## config.mk

```make
export PLATFORM = sky130hd
export DESIGN_NAME = axi_master_bridge
export DESIGN_NICKNAME = d
export VERILOG_FILES = /design/src/rtl/axi_pkg.sv /design/src/rtl/axi_wr_channel.sv /design/src/rtl/axi_master_bridge.sv
export SDC_FILE = /design/constraint.sdc
export NUM_CORES = 1
export LEC_CHECK = 0
export ABC_CLOCK_PERIOD_IN_PS = 1770
export CAP_MARGIN = 20
export CORE_AREA = 2 2 141 143
export CTS_CLUSTER_SIZE = 16
export DETAILED_ROUTE_END_ITERATION = 12
export DIE_AREA = 0 0 143 145
export PLACE_DENSITY_LB_ADDON = 0.15
export SYNTH_ARGS = -nofsm -noshare
export SYNTH_HDL_FRONTEND = slang
export SYNTH_SLANG_ARGS = --single-unit
```

## constraint.sdc

```tcl
create_clock -name clk -period 1.77 [get_ports clk]
set_input_delay 0.4425 -clock clk [delete_from_list [all_inputs] [get_ports clk]]
set_output_delay 0.4425 -clock clk [all_outputs]
set_load 0.01 [all_outputs]
```

## src/rtl/axi_pkg.sv

```systemverilog
// Shared AXI4 constants, channel FSM state encodings and default IDs for the
// cache-bus to AXI4 master bridge.
package axi_pkg;

  localparam logic [1:0] AXI_BURST_INCR = 2'b01;
  localparam logic [2:0] AXI_SIZE_4B    = 3'b010;
  localparam logic [1:0] AXI_RESP_OKAY  = 2'b00;

  localparam logic [3:0] RD_ID_DEFAULT  = 4'h0;
  localparam logic [3:0] WR_ID_DEFAULT  = 4'h1;

  typedef enum logic [1:0] {R_IDLE, R_AR, R_DATA} rd_state_e;
  typedef enum logic [1:0] {W_IDLE, W_AW, W_DATA, W_RESP} wr_state_e;

  // Cache-side lengths are 4-bit beats-1; AXI4 carries 8 bits.
  function automatic logic [7:0] axi_len(input logic [3:0] len);
    return {4'h0, len};
  endfunction

endpackage

```

## src/rtl/axi_wr_channel.sv

```systemverilog
// Write-side FSM of the bridge: issues AW, forwards W beats with a locally
// generated WLAST, and reports beat completion (final beat only after B).
module axi_wr_channel
  import axi_pkg::*;
(
  input  logic        clk,
  input  logic        resetn,
  input  logic        ce_i,
  input  logic        wen_i,
  input  logic [31:0] waddr_i,
  input  logic [3:0]  wlen_i,
  input  logic [3:0]  sel_i,
  input  logic [31:0] wdata_i,
  input  logic        wvalid_i,
  output logic        wdata_resp_o,
  output logic        awvalid_o,
  output logic [31:0] awaddr_o,
  output logic [3:0]  awlen_o,
  input  logic        awready_i,
  output logic        wvalid_o,
  output logic [31:0] wdata_o,
  output logic [3:0]  wstrb_o,
  output logic        wlast_o,
  input  logic        wready_i,
  input  logic        bvalid_i,
  output logic        bready_o
);

  wr_state_e   state_q;
  logic        awvalid_q;
  logic [31:0] addr_q;
  logic [3:0]  len_q;
  logic [3:0]  sel_q;
  logic [3:0]  cnt_q;
  logic        in_data;
  logic        w_hs;

  assign in_data   = (state_q == W_DATA);
  assign awvalid_o = awvalid_q;
  assign awaddr_o  = addr_q;
  assign awlen_o   = len_q;
  assign wvalid_o  = in_data & wvalid_i;
  assign wdata_o   = wdata_i;
  assign wstrb_o   = sel_q;
  assign wlast_o   = in_data & (cnt_q == len_q);
  assign bready_o  = (state_q == W_RESP);
  assign w_hs      = wvalid_o & wready_i;

  // The last beat's completion is held back until the slave's B response.
  assign wdata_resp_o = (w_hs & ~wlast_o) | (bready_o & bvalid_i);

  always_ff @(posedge clk or negedge resetn) begin
    if (!resetn) begin
      state_q   <= W_IDLE;
      awvalid_q <= 1'b0;
      addr_q    <= '0;
      len_q     <= '0;
      sel_q     <= '0;
      cnt_q     <= '0;
    end else begin
      case (state_q)
        W_IDLE: if (wen_i && ce_i) begin
          addr_q    <= waddr_i;
          len_q     <= wlen_i;
          sel_q     <= sel_i;
          cnt_q     <= '0;
          awvalid_q <= 1'b1;
          state_q   <= W_AW;
        end
        W_AW: if (awready_i) begin
          awvalid_q <= 1'b0;
          state_q   <= W_DATA;
        end
        W_DATA: if (w_hs) begin
          cnt_q <= cnt_q + 4'd1;
          if (wlast_o) state_q <= W_RESP;
        end
        W_RESP: if (bvalid_i) state_q <= W_IDLE;
        default: state_q <= W_IDLE;
      endcase
    end
  end

endmodule

```

## src/rtl/axi_master_bridge.sv

```systemverilog
// Converts the per-beat cache bus into AXI4 master channels with one read
// and one write burst outstanding; the read path is kept inline here.
module axi_master_bridge
  import axi_pkg::*;
#(
  parameter logic [3:0] RD_ID = RD_ID_DEFAULT,
  parameter logic [3:0] WR_ID = WR_ID_DEFAULT
) (
  input  logic        clk,
  input  logic        resetn,
  input  logic        ce_i,
  input  logic [3:0]  sel_i,
  input  logic        ren_i,
  input  logic        rready_i,
  input  logic [31:0] raddr_i,
  input  logic [3:0]  rlen_i,
  output logic [31:0] rdata_o,
  output logic        rdata_valid_o,
  input  logic        wen_i,
  input  logic [31:0] waddr_i,
  input  logic [3:0]  wlen_i,
  input  logic [31:0] wdata_i,
  input  logic        wvalid_i,
  input  logic        wlast_i,
  output logic        wdata_resp_o,
  output logic [3:0]  arid,
  output logic [31:0] araddr,
  output logic [7:0]  arlen,
  output logic [2:0]  arsize,
  output logic [1:0]  arburst,
  output logic        arlock,
  output logic [3:0]  arcache,
  output logic [2:0]  arprot,
  output logic        arvalid,
  input  logic        arready,
  input  logic [3:0]  rid,
  input  logic [31:0] rdata,
  input  logic [1:0]  rresp,
  input  logic        rlast,
  input  logic        rvalid,
  output logic        rready,
  output logic [3:0]  awid,
  output logic [31:0] awaddr,
  output logic [7:0]  awlen,
  output logic [2:0]  awsize,
  output logic [1:0]  awburst,
  output logic        awlock,
  output logic [3:0]  awcache,
  output logic [2:0]  awprot,
  output logic        awvalid,
  input  logic        awready,
  output logic [3:0]  wid,
  output logic [31:0] wdata,
  output logic [3:0]  wstrb,
  output logic        wlast,
  output logic        wvalid,
  input  logic        wready,
  input  logic [3:0]  bid,
  input  logic [1:0]  bresp,
  input  logic        bvalid,
  output logic        bready
);

  rd_state_e   rstate_q;
  logic        arvalid_q;
  logic [31:0] raddr_q;
  logic [3:0]  rlen_q;
  logic [3:0]  wlen_lat;
  logic        unused_ok;

  // IDs and responses are not acted on; everything is treated as OKAY.
  assign unused_ok = ^{wlast_i, rid, rresp, bid, bresp};

  assign arid    = RD_ID;
  assign araddr  = raddr_q;
  assign arlen   = axi_len(rlen_q);
  assign arsize  = AXI_SIZE_4B;
  assign arburst = AXI_BURST_INCR;
  assign arlock  = 1'b0;
  assign arcache = 4'h0;
  assign arprot  = 3'h0;
  assign arvalid = arvalid_q;

  assign rready        = (rstate_q == R_DATA) & rready_i;
  assign rdata_valid_o = rvalid & rready;
  assign rdata_o       = rdata;

  always_ff @(posedge clk or negedge resetn) begin
    if (!resetn) begin
      rstate_q  <= R_IDLE;
      arvalid_q <= 1'b0;
      raddr_q   <= '0;
      rlen_q    <= '0;
    end else begin
      case (rstate_q)
        R_IDLE: if (ren_i && ce_i) begin
          raddr_q   <= raddr_i;
          rlen_q    <= rlen_i;
          arvalid_q <= 1'b1;
          rstate_q  <= R_AR;
        end
        R_AR: if (arready) begin
          arvalid_q <= 1'b0;
          rstate_q  <= R_DATA;
        end
        R_DATA: if (rvalid && rready && rlast) rstate_q <= R_IDLE;
        default: rstate_q <= R_IDLE;
      endcase
    end
  end

  assign awid    = WR_ID;
  assign wid     = WR_ID;
  assign awlen   = axi_len(wlen_lat);
  assign awsize  = AXI_SIZE_4B;
  assign awburst = AXI_BURST_INCR;
  assign awlock  = 1'b0;
  assign awcache = 4'h0;
  assign awprot  = 3'h0;

  axi_wr_channel u_wr (
    .clk          (clk),
    .resetn       (resetn),
    .ce_i         (ce_i),
    .wen_i        (wen_i),
    .waddr_i      (waddr_i),
    .wlen_i       (wlen_i),
    .sel_i        (sel_i),
    .wdata_i      (wdata_i),
    .wvalid_i     (wvalid_i),
    .wdata_resp_o (wdata_resp_o),
    .awvalid_o    (awvalid),
    .awaddr_o     (awaddr),
    .awlen_o      (wlen_lat),
    .awready_i    (awready),
    .wvalid_o     (wvalid),
    .wdata_o      (wdata),
    .wstrb_o      (wstrb),
    .wlast_o      (wlast),
    .wready_i     (wready),
    .bvalid_i     (bvalid),
    .bready_o     (bready)
  );

endmodule
```

==> run_summary.xml, run 1 <==
<?xml version="1.0" encoding="UTF-8"?>
<metrics>
  <group name="sta">
    <metric name="final_critical_path_setup_slack" unit="ps">-295</metric>
    <metric name="finalHoldViolations" unit="">0</metric>
    <metric name="final_period_util" unit="">1.17</metric>
    <metric name="final_max_slew_viol_count" unit="">0</metric>
    <metric name="fin_skew" unit="ps">4.59</metric>
    <metric name="setup-violations-final" unit="">2</metric>
    <metric name="final.min_clock_period" unit="ps">2070</metric>
    <metric name="max_clock_freq" unit="MHz">484</metric>
    <metric name="holdWs" unit="ps">493</metric>
    <metric name="grt_setup_unrepaired" unit="">yes</metric>
  </group>
  <group name="floorplanning">
    <metric name="die_w" unit="um">143</metric>
    <metric name="num_io_pins" unit="">360</metric>
    <metric name="floorplan.initialDensity" unit="">0.228</metric>
    <metric name="placement_rows" unit="">51</metric>
    <metric name="core_area" unit="um2">19200</metric>
    <metric name="fp.dieArea" unit="um2">20700</metric>
    <metric name="floorplan.die.height" unit="um">145</metric>
  </group>
  <group name="power_and_ir_drop">
    <metric name="power_switching_share" unit="">0.306</metric>
    <metric name="net_switching" unit="mW">3.25</metric>
    <metric name="power-per-cell-area" unit="nW/um2">1650</metric>
    <metric name="vdd.ir_drop.worst" unit="mV">0.670</metric>
    <metric name="total_power" unit="mW">10.6</metric>
    <metric name="power_frac_seq" unit="">0.327</metric>
    <metric name="int_power" unit="mW">7.36</metric>
    <metric name="comb_power_share" unit="">0.463</metric>
    <metric name="pwr-share-clk" unit="">0.210</metric>
    <metric name="leakage" unit="nW">2.80</metric>
  </group>
  <group name="worst_setup_path">
    <metric name="worstSetupPathType" unit="">register to output pin</metric>
    <metric name="required" unit="ps">1330</metric>
    <metric name="worstReg2RegEnd" unit="">u_wr.state_q[0]</metric>
    <metric name="worst-path-max-fanout" unit="">3</metric>
    <metric name="path_cells" unit="">xor2_1, nor4_2, buf_4, and2_4, buf_6</metric>
    <metric name="timing.critical_path.slowest_cell_delay" unit="ps">390</metric>
    <metric name="end_kind" unit="">output pin</metric>
    <metric name="cp_data_arrival_time" unit="ps">1620</metric>
    <metric name="start_kind" unit="">register</metric>
    <metric name="reg2reg_setup_slack" unit="ps">70</metric>
    <metric name="worst-r2r-cell-count" unit="">6</metric>
    <metric name="rr_startpoint" unit="">u_wr.state_q[1]</metric>
    <metric name="path_delay_family" unit="">simple AND/OR/NAND/NOR gates</metric>
    <metric name="cp.buffers_inverters" unit="">2</metric>
    <metric name="crit_slowest_cell" unit="">sky130_fd_sc_hd__dfrtp_1</metric>
  </group>
  <group name="status">
    <metric name="status" unit="">finished with violations</metric>
    <metric name="violations" unit="">negative setup slack</metric>
  </group>
  <group name="min_path">
    <metric name="min_delay_worst_endpoint" unit="">araddr[26]</metric>
    <metric name="hold_path.class" unit="">register to register</metric>
    <metric name="worst_hold_path.num_cells" unit="">1</metric>
    <metric name="hp-start" unit="">araddr[26]</metric>
  </group>
  <group name="synthesis">
    <metric name="synth_sequential_area_ratio" unit="">0.491</metric>
    <metric name="most_common_cell_in_the_synthesized_netlist" unit="">sky130_fd_sc_hd__buf_4</metric>
    <metric name="post_synthesis_cell_type_with_the_largest_combined_area" unit="">sky130_fd_sc_hd__dfrtp_1</metric>
    <metric name="synth_async_sr_flop_share" unit="">1.00</metric>
    <metric name="synth_ff_type" unit="">sky130_fd_sc_hd__dfrtp_1</metric>
    <metric name="netlist-cell-type-count" unit="">34</metric>
    <metric name="synth_warnings" unit="">0</metric>
    <metric name="synth.cells.most_frequent" unit="">110 x sky130_fd_sc_hd__buf_4, 86 x sky130_fd_sc_hd__dfrtp_1, 74 x sky130_fd_sc_hd__mux2_2</metric>
    <metric name="synth_area" unit="um2">4380</metric>
    <metric name="post_synth_inst_count" unit="">356</metric>
    <metric name="yosys.area.top_type_share" unit="">0.491</metric>
    <metric name="ys_ff_latch" unit="">86</metric>
    <metric name="synth.area.top_cells" unit="">sky130_fd_sc_hd__dfrtp_1 49%, sky130_fd_sc_hd__mux2_2 19%, sky130_fd_sc_hd__buf_4 19%, sky130_fd_sc_hd__ha_1 1.4%, sky130_fd_sc_hd__nand2_1 1.1%</metric>
    <metric name="post_synth.cell_area_avg" unit="um2">12.3</metric>
    <metric name="edff_count_synth" unit="">0</metric>
  </group>
  <group name="cts">
    <metric name="cts_buffers" unit="">9</metric>
    <metric name="clkLatencyLatePin" unit="ps">340</metric>
    <metric name="clock_tree.root_cell" unit="">sky130_fd_sc_hd__clkbuf_16</metric>
    <metric name="tritoncts_num_sinks" unit="">86</metric>
    <metric name="cts_tree" unit="">yes</metric>
    <metric name="clkTransAtPathRegs" unit="ps">60</metric>
    <metric name="max-clock-path-buffers" unit="">2</metric>
    <metric name="cts_htree_levels" unit="">3</metric>
  </group>
  <group name="drt">
    <metric name="drt_first_pass_iters" unit="">4</metric>
    <metric name="vias" unit="">2922</metric>
    <metric name="drt_drc_violations_left" unit="">0</metric>
    <metric name="drt-initial-drc-count" unit="">95</metric>
    <metric name="routed_wire_length_per_instance" unit="um">15.0</metric>
    <metric name="route.antenna.remaining_nets" unit="">0</metric>
    <metric name="drt_total_wl" unit="mm">11.6</metric>
    <metric name="route.detailed.vias_per_inst" unit="">3.78</metric>
  </group>
  <group name="final_layout">
    <metric name="finish.cell_count_without_fillers" unit="">772</metric>
    <metric name="fill_cell_instance_count_of_the_final_layout" unit="">1945</metric>
    <metric name="drive_gt1_frac" unit="">0.279</metric>
    <metric name="final_design_area_no_fill" unit="um2">6420</metric>
    <metric name="multi_input_area" unit="um2">1540</metric>
    <metric name="layout-area-overhead-vs-synth" unit="%">46.6</metric>
    <metric name="regArea" unit="um2">2150</metric>
    <metric name="nNetsFinal" unit="">671</metric>
    <metric name="final_util" unit="">0.334</metric>
  </group>
  <group name="global_route">
    <metric name="first_global_vias" unit="">3224</metric>
    <metric name="grt_ovf" unit="">0</metric>
    <metric name="grt_start_max_net_pins" unit="">49</metric>
    <metric name="grt_pass1_wl" unit="mm">17.8</metric>
    <metric name="grt_use_total" unit="">0.112</metric>
    <metric name="grt_antenna_before_repair" unit="">4</metric>
  </group>
  <group name="placed_design">
    <metric name="post-place-cells" unit="">749</metric>
    <metric name="area_after_detailed_placement" unit="um2">5980</metric>
    <metric name="dpl.hpwl" unit="mm">8.67</metric>
    <metric name="placement.io_buffers" unit="">172</metric>
    <metric name="gp_congestion" unit="">0.734</metric>
  </group>
  <group name="run">
    <metric name="maxCapViolations" unit="">0</metric>
  </group>
</metrics>
-- timing repair --
item,4_1_cts,5_1_grt
gates cloned,0,1
endpoints found under the hold margin,1,0
resized for setup,31,13
pin swaps,3,2
setup endpoints to repair,11,50
buffers inserted,2,1
hold buffers,1,0
-- area by class of cell --
cell class / instances / share of cell area
antenna: 2 / 0.000780
sequential: 86 / 0.335
clock buffer: 10 / 0.0357
timing repair buffer: 208 / 0.317
multi-input combinational: 192 / 0.240
tap: 265 / 0.0516
clock inverter: 6 / 0.0181
inverter: 3 / 0.00175
-- layer usage --
layer  track usage  up-vias  share of wire
met4        0.0480        4          0.026
met3        0.0743       38           0.14
met2         0.176      155           0.47
li1              -     1332              -
met1         0.116     1393           0.36
met5             0        -         0.0023
-- cells by family (layout without fill, tap and decap cells) --
family | count (synthesis) | in the layout | share of synthesized area
muxes | 77 | 77 | 0.198
DFF | 86 | 86 | 0.491
adders and majority gates | 5 | 5 | 0.0143
other | 2 | 48 | 0.00171
and+or+nand+nor | 39 | 39 | 0.0500
buffers and inverters | 122 | 227 | 0.205
xor gates and xnor gates | 4 | 4 | 0.00800
AOI/OAI and AO/OA | 21 | 21 | 0.0317
-- worst max-delay path by stage --
stage	startpoint	to	slack [ps]	cells past startpoint
2_1_floorplan	u_wr.awlen_o[1]	wdata_resp_o	7	3
3_3_place_gp	u_wr.awlen_o[1]	wlast	-490	5
3_5_place_dp	wvalid_i	wdata_resp_o	-500	5
4_1_cts	u_wr.awlen_o[2]	wlast	-350	5
5_1_grt	u_wr.cnt_q[1]	wlast	-410	5
6_report	u_wr.cnt_q[1]	wlast	-300	5
-- state kept, by name (all words and copies together), names as in the netlist, 2 cells and up --
signal         count
u_wr.cnt_q         4
u_wr.wstrb_o       4
u_wr.awlen_o       4
rlen_q             4
rstate_q           2
u_wr.state_q       2
araddr            32
u_wr.awaddr_o     32
-- power groups by stage --
stage	sequential (mW)	combinational, mW	clock [mW]
after floorplan	3.93	1.76	0
after CTS	3.48	4.94	2.33
final	3.47	4.92	2.23
after global routing	3.61	5.29	2.40
after global placement	3.47	4.89	0
after detailed placement	3.50	4.90	0
-- placed cells by master, fill, tap and decap left out, types with 3 or more instances in the layout --
cell / count
sky130_fd_sc_hd__a22o_1: 4
sky130_fd_sc_hd__buf_12: 3
sky130_fd_sc_hd__buf_2: 4
sky130_fd_sc_hd__buf_4: 31
sky130_fd_sc_hd__bufinv_16: 3
sky130_fd_sc_hd__clkbuf_16: 10
sky130_fd_sc_hd__clkdlybuf4s50_1: 158
sky130_fd_sc_hd__conb_1: 46
sky130_fd_sc_hd__dfrtp_1: 85
sky130_fd_sc_hd__dlygate4sd2_1: 4
sky130_fd_sc_hd__dlymetal6s2s_1: 3
sky130_fd_sc_hd__ha_2: 3
sky130_fd_sc_hd__mux2_2: 74
sky130_fd_sc_hd__nand2_1: 13
sky130_fd_sc_hd__nand3_1: 3
sky130_fd_sc_hd__nor2b_1: 3
sky130_fd_sc_hd__o21ai_0: 6
sky130_fd_sc_hd__xor2_1: 4
-- worst reg2reg max path, delay by kind of cell (launching register included) --
| family | cells | cell delay, ps |
|---|---|---|
| AND/OR/NAND/NOR | 1 | 510 |
| flip-flops | 1 | 430 |
| buffers and inverters | 2 | 290 |
| adder cells (fa/ha/maj) | 1 | 210 |
| AO/OA/AOI/OAI | 2 | 140 |
-- metrics by stage --
step	setup TNS, ps	setup WS [ps]
6_report	-565	-295
5_1_grt	-807	-411
4_1_cts	-706	-355
3_5_place_dp	-13450	-498
3_3_place_gp	-12630	-494
2_1_floorplan	0	7.43
No activity file was read; power rests on OpenSTA's default activity.
==> inputs of run 2 (changes only) <==
--- a/config.mk
+++ b/config.mk
@@ -12,6 +12,8 @@
 export DETAILED_ROUTE_END_ITERATION = 12
 export DIE_AREA = 0 0 143 145
 export PLACE_DENSITY_LB_ADDON = 0.15
+export SETUP_SLACK_MARGIN = 0.4
 export SYNTH_ARGS = -nofsm -noshare
 export SYNTH_HDL_FRONTEND = slang
 export SYNTH_SLANG_ARGS = --single-unit
+export TNS_END_PERCENT = 30
==> run 2 against run 1 <==
The flow still finishes with violations (negative setup slack). Die area did not move. Via count up 3.1%. Critical path depth is 1 higher. Total power increased by 3.6%. Clock power rose by 2%. Design area up 3.6%. Critical path type unchanged. Critical endpoint unchanged.
==> run_summary.xml, run 2 (synthesis results as in run 1) <==
<?xml version="1.0" encoding="UTF-8"?>
<metrics>
  <group name="final_layout">
    <metric name="layout.cells.most_common" unit="">sky130_fd_sc_hd__dfrtp_1</metric>
    <metric name="fill_cell_instance_count_of_the_final_layout" unit="">1928</metric>
    <metric name="layout-area-overhead-vs-synth" unit="%">51.9</metric>
    <metric name="multi_input_area" unit="um2">1920</metric>
    <metric name="nNetsFinal" unit="">679</metric>
    <metric name="regArea" unit="um2">2150</metric>
    <metric name="layout.cells.most_common_list" unit="">84 x sky130_fd_sc_hd__dfrtp_1, 81 x sky130_fd_sc_hd__clkdlybuf4s50_1, 76 x sky130_fd_sc_hd__mux2_4, 76 x sky130_fd_sc_hd__buf_2, 46 x sky130_fd_sc_hd__conb_1</metric>
    <metric name="drive_gt1_frac" unit="">0.472</metric>
  </group>
  <group name="drt">
    <metric name="route.detailed.vias_per_inst" unit="">3.87</metric>
    <metric name="drt-initial-drc-count" unit="">57</metric>
    <metric name="drt_drc_violations_left" unit="">0</metric>
    <metric name="drt_first_pass_iters" unit="">4</metric>
    <metric name="route.antenna.remaining_nets" unit="">0</metric>
    <metric name="vias" unit="">3014</metric>
    <metric name="routed_wire_length_per_instance" unit="um">15.5</metric>
    <metric name="drt_total_wl" unit="mm">12.1</metric>
  </group>
  <group name="worst_setup_path">
    <metric name="worst-path-max-fanout" unit="">2</metric>
    <metric name="worstSetupPathType" unit="">register to output pin</metric>
    <metric name="cp_data_arrival_time" unit="ps">1700</metric>
    <metric name="worst-r2r-cell-count" unit="">7</metric>
    <metric name="required" unit="ps">1330</metric>
    <metric name="end_kind" unit="">output pin</metric>
    <metric name="start_kind" unit="">register</metric>
  </group>
  <group name="global_route">
    <metric name="grt_start_max_net_pins" unit="">87</metric>
    <metric name="first_global_vias" unit="">3146</metric>
    <metric name="grt_antenna_before_repair" unit="">1</metric>
    <metric name="grt_ovf" unit="">0</metric>
    <metric name="grt_pass1_wl" unit="mm">17.9</metric>
    <metric name="grt_use_total" unit="">0.113</metric>
  </group>
  <group name="sta">
    <metric name="grt_setup_unrepaired" unit="">yes</metric>
    <metric name="max-slew-margin-rel" unit="">0.652</metric>
    <metric name="max_clock_freq" unit="MHz">467</metric>
    <metric name="holdWs" unit="ps">105</metric>
    <metric name="setup-violations-final" unit="">2</metric>
    <metric name="final_period_util" unit="">1.21</metric>
    <metric name="fin_skew" unit="ps">5.66</metric>
    <metric name="final_max_slew_viol_count" unit="">0</metric>
    <metric name="final.min_clock_period" unit="ps">2140</metric>
    <metric name="final_critical_path_setup_slack" unit="ps">-372</metric>
    <metric name="finalHoldViolations" unit="">0</metric>
    <metric name="worst-slew-pin-transition" unit="ps">523</metric>
    <metric name="fin_setup_tns" unit="ps">-735</metric>
  </group>
  <group name="cts">
    <metric name="clkTransAtPathRegs" unit="ps">70</metric>
    <metric name="cts_tree" unit="">yes</metric>
    <metric name="max-clock-path-buffers" unit="">2</metric>
    <metric name="ctsHoldBuffers" unit="">0</metric>
    <metric name="cts_htree_levels" unit="">3</metric>
    <metric name="cts_buffers" unit="">9</metric>
    <metric name="tritoncts_num_sinks" unit="">86</metric>
    <metric name="clkLatencyLatePin" unit="ps">340</metric>
    <metric name="clock_tree.root_cell" unit="">sky130_fd_sc_hd__clkbuf_16</metric>
  </group>
  <group name="floorplanning">
    <metric name="floorplan.die.height" unit="um">145</metric>
    <metric name="die_w" unit="um">143</metric>
    <metric name="placement_rows" unit="">51</metric>
    <metric name="core_area" unit="um2">19200</metric>
    <metric name="floorplan.initialDensity" unit="">0.228</metric>
    <metric name="fp.dieArea" unit="um2">20700</metric>
    <metric name="num_io_pins" unit="">360</metric>
  </group>
  <group name="power_and_ir_drop">
    <metric name="power-per-cell-area" unit="nW/um2">1650</metric>
    <metric name="leakage" unit="nW">3.24</metric>
    <metric name="vdd.ir_drop.worst" unit="mV">0.571</metric>
  </group>
  <group name="placed_design">
    <metric name="gp_congestion" unit="">0.704</metric>
    <metric name="pre_cts_ws" unit="ps">-481</metric>
    <metric name="dpl.hpwl" unit="mm">8.04</metric>
    <metric name="placement.io_buffers" unit="">172</metric>
  </group>
  <group name="min_path">
    <metric name="hold_path.class" unit="">input port to async pin</metric>
  </group>
  <group name="status">
    <metric name="status" unit="">finished with violations</metric>
    <metric name="violations" unit="">negative setup slack</metric>
  </group>
  <group name="run">
    <metric name="maxCapViolations" unit="">0</metric>
  </group>
</metrics>
==> run 2: area by class of cell <==
class | instances | area share
Clock buffer | 9 | 0.0339
Sequential cell | 86 | 0.324
Clock inverter | 7 | 0.0192
Multi-Input combinational cell | 192 | 0.289
Inverter | 3 | 0.00282
Antenna cell | 1 | 0.000376
Timing Repair Buffer | 216 | 0.281
Tap cell | 265 | 0.0498
==> run 2: power breakdown <==
group | internal, mW | leakage [nW] | switching, mW
Sequential | 2.95 | 1.02 | 0.544
Combinational | 3.14 | 2.04 | 2.09
Clock | 1.40 | 0.173 | 0.873
Total | 7.49 | 3.24 | 3.50
==> run 2: metal layers <==
metal | wire length, um | part of all wire | up-vias | GRT usage
met4 | 266 | 0.022 | 0 | 0.0525
met2 | 5890 | 0.49 | 161 | 0.182
met3 | 1220 | 0.10 | 21 | 0.0439
li1 | - | - | 1353 | -
met1 | 4670 | 0.39 | 1479 | 0.131
met5 | 0 | 0 | - | 0
==> run 2: per-stage QoR <==
stage / utilization / total power, mW / cell area [um2] / cells
after floorplan: - / 6.02 / 4730 / 400
after global placement: 0.318 / 8.59 / 6110 / 743
after detailed placement: 0.318 / 8.61 / 6110 / 743
after CTS: 0.339 / 11.0 / 6520 / 769
after global routing: 0.346 / 11.7 / 6650 / 779
final: 0.346 / 11.0 / 6650 / 779
==> run 2: final timing paths <==
kind,start,endpoint,slack (ps)
setup / recovery,u_wr.awlen_o[2],wlast,-370
hold / removal,resetn,u_wr.awaddr_o[21],110
setup reg to reg,u_wr.state_q[1],u_wr.state_q[0],110
hold reg to reg,u_wr.awaddr_o[4],u_wr.awaddr_o[4],500
max in group asynchronous,resetn,araddr[1],1210
min in group clk,u_wr.awaddr_o[4],u_wr.awaddr_o[4],500
==> run 2: critical path, stage by stage, from the launching register on <==
cell                      delay [ps]
sky130_fd_sc_hd__dfrtp_1         390
sky130_fd_sc_hd__xor2_1          170
sky130_fd_sc_hd__nor4_2          330
sky130_fd_sc_hd__buf_4           180
sky130_fd_sc_hd__buf_6            80
sky130_fd_sc_hd__and2_4          120
sky130_fd_sc_hd__buf_6            90
==> run 2: what timing repair did <==
action,CTS,global route
setup buffers,8,8
endpoints found under the setup margin,168,95
pin swaps,22,12
cloned,2,1
gates resized for setup,435,8
==> inputs of run 3 (changes only) <==
--- a/config.mk
+++ b/config.mk
@@ -5,6 +5,7 @@
 export SDC_FILE = /design/constraint.sdc
 export NUM_CORES = 1
 export LEC_CHECK = 0
+export ABC_AREA = 1
 export ABC_CLOCK_PERIOD_IN_PS = 1770
 export CAP_MARGIN = 20
 export CORE_AREA = 2 2 141 143
@@ -13,6 +14,7 @@
 export DIE_AREA = 0 0 143 145
 export PLACE_DENSITY_LB_ADDON = 0.15
 export SETUP_SLACK_MARGIN = 0.4
+export SLEW_MARGIN = 20
 export SYNTH_ARGS = -nofsm -noshare
 export SYNTH_HDL_FRONTEND = slang
 export SYNTH_SLANG_ARGS = --single-unit
==> run 3 against run 2 <==
The run still ends with negative setup slack left. Die area unchanged. Worst setup slack better by 310 ps. Routed wire length grew 3.4%. Register-to-register slack worse by 80 ps.
==> run_summary.xml, run 3 <==
<?xml version="1.0" encoding="UTF-8"?>
<metrics>
  <group name="sta">
    <metric name="setup-violations-final" unit="">2</metric>
    <metric name="fin_skew" unit="ps">6.90</metric>
    <metric name="fin_setup_tns" unit="ps">-80.2</metric>
    <metric name="final_period_util" unit="">1.04</metric>
    <metric name="final_critical_path_setup_slack" unit="ps">-65.9</metric>
    <metric name="max_clock_freq" unit="MHz">545</metric>
    <metric name="finalHoldViolations" unit="">0</metric>
    <metric name="grt_setup_unrepaired" unit="">yes</metric>
    <metric name="final.min_clock_period" unit="ps">1840</metric>
    <metric name="final_max_slew_viol_count" unit="">0</metric>
  </group>
  <group name="final_layout">
    <metric name="layout.cells.most_common_list" unit="">86 x sky130_fd_sc_hd__dfrtp_1, 84 x sky130_fd_sc_hd__clkdlybuf4s50_1, 75 x sky130_fd_sc_hd__buf_2</metric>
    <metric name="multi_input_area" unit="um2">1950</metric>
    <metric name="antenna_cells" unit="">0</metric>
    <metric name="nNetsFinal" unit="">785</metric>
    <metric name="regArea" unit="um2">2150</metric>
    <metric name="fill_cell_instance_count_of_the_final_layout" unit="">2009</metric>
    <metric name="layout.cells.most_common" unit="">sky130_fd_sc_hd__dfrtp_1</metric>
    <metric name="drive_gt1_frac" unit="">0.470</metric>
    <metric name="layout-area-overhead-vs-synth" unit="%">57.0</metric>
  </group>
  <group name="min_path">
    <metric name="hold_path.class" unit="">input port to async pin</metric>
  </group>
  <group name="floorplanning">
    <metric name="core_area" unit="um2">19200</metric>
    <metric name="floorplan.initialDensity" unit="">0.227</metric>
    <metric name="fp.dieArea" unit="um2">20700</metric>
    <metric name="placement_rows" unit="">51</metric>
    <metric name="die_w" unit="um">143</metric>
    <metric name="floorplan.die.height" unit="um">145</metric>
    <metric name="num_io_pins" unit="">360</metric>
  </group>
  <group name="synthesis">
    <metric name="synth_area" unit="um2">4360</metric>
    <metric name="post_synth_inst_count" unit="">460</metric>
    <metric name="synth.area.top_cells" unit="">sky130_fd_sc_hd__dfrtp_1 49%, sky130_fd_sc_hd__buf_4 19%, sky130_fd_sc_hd__nand2_1 13%, sky130_fd_sc_hd__mux2_2 9.3%, sky130_fd_sc_hd__inv_1 1.9%</metric>
    <metric name="ys_ff_latch" unit="">86</metric>
    <metric name="netlist-cell-type-count" unit="">18</metric>
    <metric name="edff_count_synth" unit="">0</metric>
    <metric name="post_synthesis_cell_type_with_the_largest_combined_area" unit="">sky130_fd_sc_hd__dfrtp_1</metric>
    <metric name="synth_warnings" unit="">0</metric>
    <metric name="synth_async_sr_flop_share" unit="">1.00</metric>
    <metric name="most_common_cell_in_the_synthesized_netlist" unit="">sky130_fd_sc_hd__nand2_1</metric>
    <metric name="yosys.area.top_type_share" unit="">0.494</metric>
    <metric name="synth_ff_type" unit="">sky130_fd_sc_hd__dfrtp_1</metric>
    <metric name="synth_sequential_area_ratio" unit="">0.494</metric>
    <metric name="post_synth.cell_area_avg" unit="um2">9.48</metric>
    <metric name="synth.cells.most_frequent" unit="">146 x sky130_fd_sc_hd__nand2_1, 112 x sky130_fd_sc_hd__buf_4, 86 x sky130_fd_sc_hd__dfrtp_1</metric>
  </group>
  <group name="placed_design">
    <metric name="placement.io_buffers" unit="">172</metric>
    <metric name="pre_cts_ws" unit="ps">-429</metric>
    <metric name="gp_congestion" unit="">0.730</metric>
    <metric name="dpl.hpwl" unit="mm">8.16</metric>
  </group>
  <group name="power_and_ir_drop">
    <metric name="power_switching_share" unit="">0.359</metric>
    <metric name="comb_power_share" unit="">0.481</metric>
    <metric name="total_power" unit="mW">10.7</metric>
    <metric name="leakage" unit="nW">3.41</metric>
    <metric name="pwr-share-clk" unit="">0.188</metric>
    <metric name="vdd.ir_drop.worst" unit="mV">0.447</metric>
    <metric name="net_switching" unit="mW">3.84</metric>
    <metric name="int_power" unit="mW">6.85</metric>
    <metric name="power_frac_seq" unit="">0.332</metric>
    <metric name="power-per-cell-area" unit="nW/um2">1560</metric>
  </group>
  <group name="global_route">
    <metric name="grt_use_total" unit="">0.115</metric>
    <metric name="grt_pass1_wl" unit="mm">18.8</metric>
    <metric name="grt_ovf" unit="">0</metric>
    <metric name="grt_antenna_before_repair" unit="">0</metric>
    <metric name="first_global_vias" unit="">3546</metric>
    <metric name="grt_start_max_net_pins" unit="">87</metric>
  </group>
  <group name="drt">
    <metric name="drt_drc_violations_left" unit="">0</metric>
    <metric name="vias" unit="">3352</metric>
    <metric name="route.detailed.vias_per_inst" unit="">3.79</metric>
    <metric name="drt_first_pass_iters" unit="">3</metric>
    <metric name="routed_wire_length_per_instance" unit="um">14.1</metric>
    <metric name="route.antenna.remaining_nets" unit="">0</metric>
    <metric name="drt_total_wl" unit="mm">12.5</metric>
    <metric name="drt-initial-drc-count" unit="">91</metric>
  </group>
  <group name="worst_setup_path">
    <metric name="path_cells" unit="">inv_2, ha_4, nand3_2, o21ai_2, buf_2</metric>
    <metric name="cp_data_arrival_time" unit="ps">1390</metric>
    <metric name="worstSetupPathType" unit="">register to output pin</metric>
    <metric name="crit_slowest_cell" unit="">sky130_fd_sc_hd__dfrtp_1</metric>
    <metric name="end_kind" unit="">output pin</metric>
    <metric name="timing.critical_path.slowest_cell_delay" unit="ps">390</metric>
    <metric name="start_kind" unit="">register</metric>
    <metric name="worst-path-max-fanout" unit="">5</metric>
    <metric name="required" unit="ps">1330</metric>
  </group>
  <group name="status">
    <metric name="violations" unit="">negative setup slack</metric>
    <metric name="status" unit="">finished with violations</metric>
  </group>
  <group name="run">
    <metric name="maxCapViolations" unit="">0</metric>
  </group>
  <group name="cts">
    <metric name="clkLatencyLatePin" unit="ps">350</metric>
    <metric name="ctsHoldBuffers" unit="">0</metric>
    <metric name="cts_tree" unit="">yes</metric>
    <metric name="cts_buffers" unit="">9</metric>
    <metric name="cts_htree_levels" unit="">3</metric>
    <metric name="max-clock-path-buffers" unit="">2</metric>
    <metric name="clkTransAtPathRegs" unit="ps">70</metric>
    <metric name="clock_tree.root_cell" unit="">sky130_fd_sc_hd__clkbuf_16</metric>
    <metric name="tritoncts_num_sinks" unit="">86</metric>
  </group>
</metrics>
[run 3: area by class of cell]
cell class	instances	share of cell area
clock buffers	12	0.0375
clock inverters	4	0.00786
inverters	24	0.0166
multi-input cells	272	0.285
flip-flops and latches	86	0.314
well taps	265	0.0484
repair buffers	221	0.291
[run 3: power groups by stage]
stage	Combinational [mW]	Clock, mW	Sequential, mW
2_1_floorplan	1.72	0	3.83
3_3_place_gp	4.64	0	3.40
3_5_place_dp	4.66	0	3.43
4_1_cts	4.65	2.10	3.47
5_1_grt	5.59	2.17	3.68
6_report	5.14	2.01	3.54
[run 3: cell families after synthesis]
kind of cell / synth area share
AND/OR/NAND/NOR: 0.152
adder cells (fa/ha/maj): 0.0143
multiplexers: 0.0930
AO/OA/AOI/OAI: 0.0201
flip-flops: 0.494
buffers and inverters: 0.225
other: 0.00172
[run 3: through the flow]
| step | cell area (um2) | std cells | hold WS (ps) | util |
|---|---|---|---|---|
| after floorplan | 4570 | 504 | 147 | - |
| after global placement | 6010 | 848 | 457 | 0.313 |
| after detailed placement | 6010 | 848 | 457 | 0.313 |
| after CTS | 6360 | 871 | 150 | 0.331 |
| after global routing | 6850 | 884 | 169 | 0.356 |
| final | 6850 | 884 | 133 | 0.356 |
[run 3: worst paths after layout]
| path | slack [ps] | from | end | depth (start not counted) |
|---|---|---|---|---|
| setup / recovery | -70 | u_wr.state_q[0] | wdata_resp_o | 5 |
| hold / removal | 130 | resetn | araddr[12] | 2 |
| setup reg to reg | 30 | u_wr.state_q[0] | u_wr.awlen_o[1] | 12 |
| hold reg to reg | 470 | u_wr.awaddr_o[5] | u_wr.awaddr_o[5] | 2 |
| max in group asynchronous | 1280 | resetn | u_wr.cnt_q[2] | 2 |
| min in group clk | 470 | u_wr.awaddr_o[5] | u_wr.awaddr_o[5] | 2 |
[run 3: timing repair]
item                                    in CTS  in global routing
pin swaps                                   69                 56
cloned                                       0                  7
buffers inserted                             7                  6
gates resized for setup                    463                 78
endpoints found under the setup margin     167                 97
[run 3: critical path: cells and delay by family, from the launching register on]
kind | cells | cell delay [ps]
flops | 1 | 390
buf+inv | 2 | 220
fa+ha+maj | 1 | 200
compound gates | 1 | 130
simple gates | 1 | 100
[run 3: per-layer routing]
metal,up-vias,routed length (um),GRT usage,share of wire
li1,1589,-,-,-
met1,1588,5170,0.133,0.41
met2,138,6150,0.193,0.49
met3,37,789,0.0294,0.063
met4,0,351,0.0609,0.028
met5,-,0,0,0
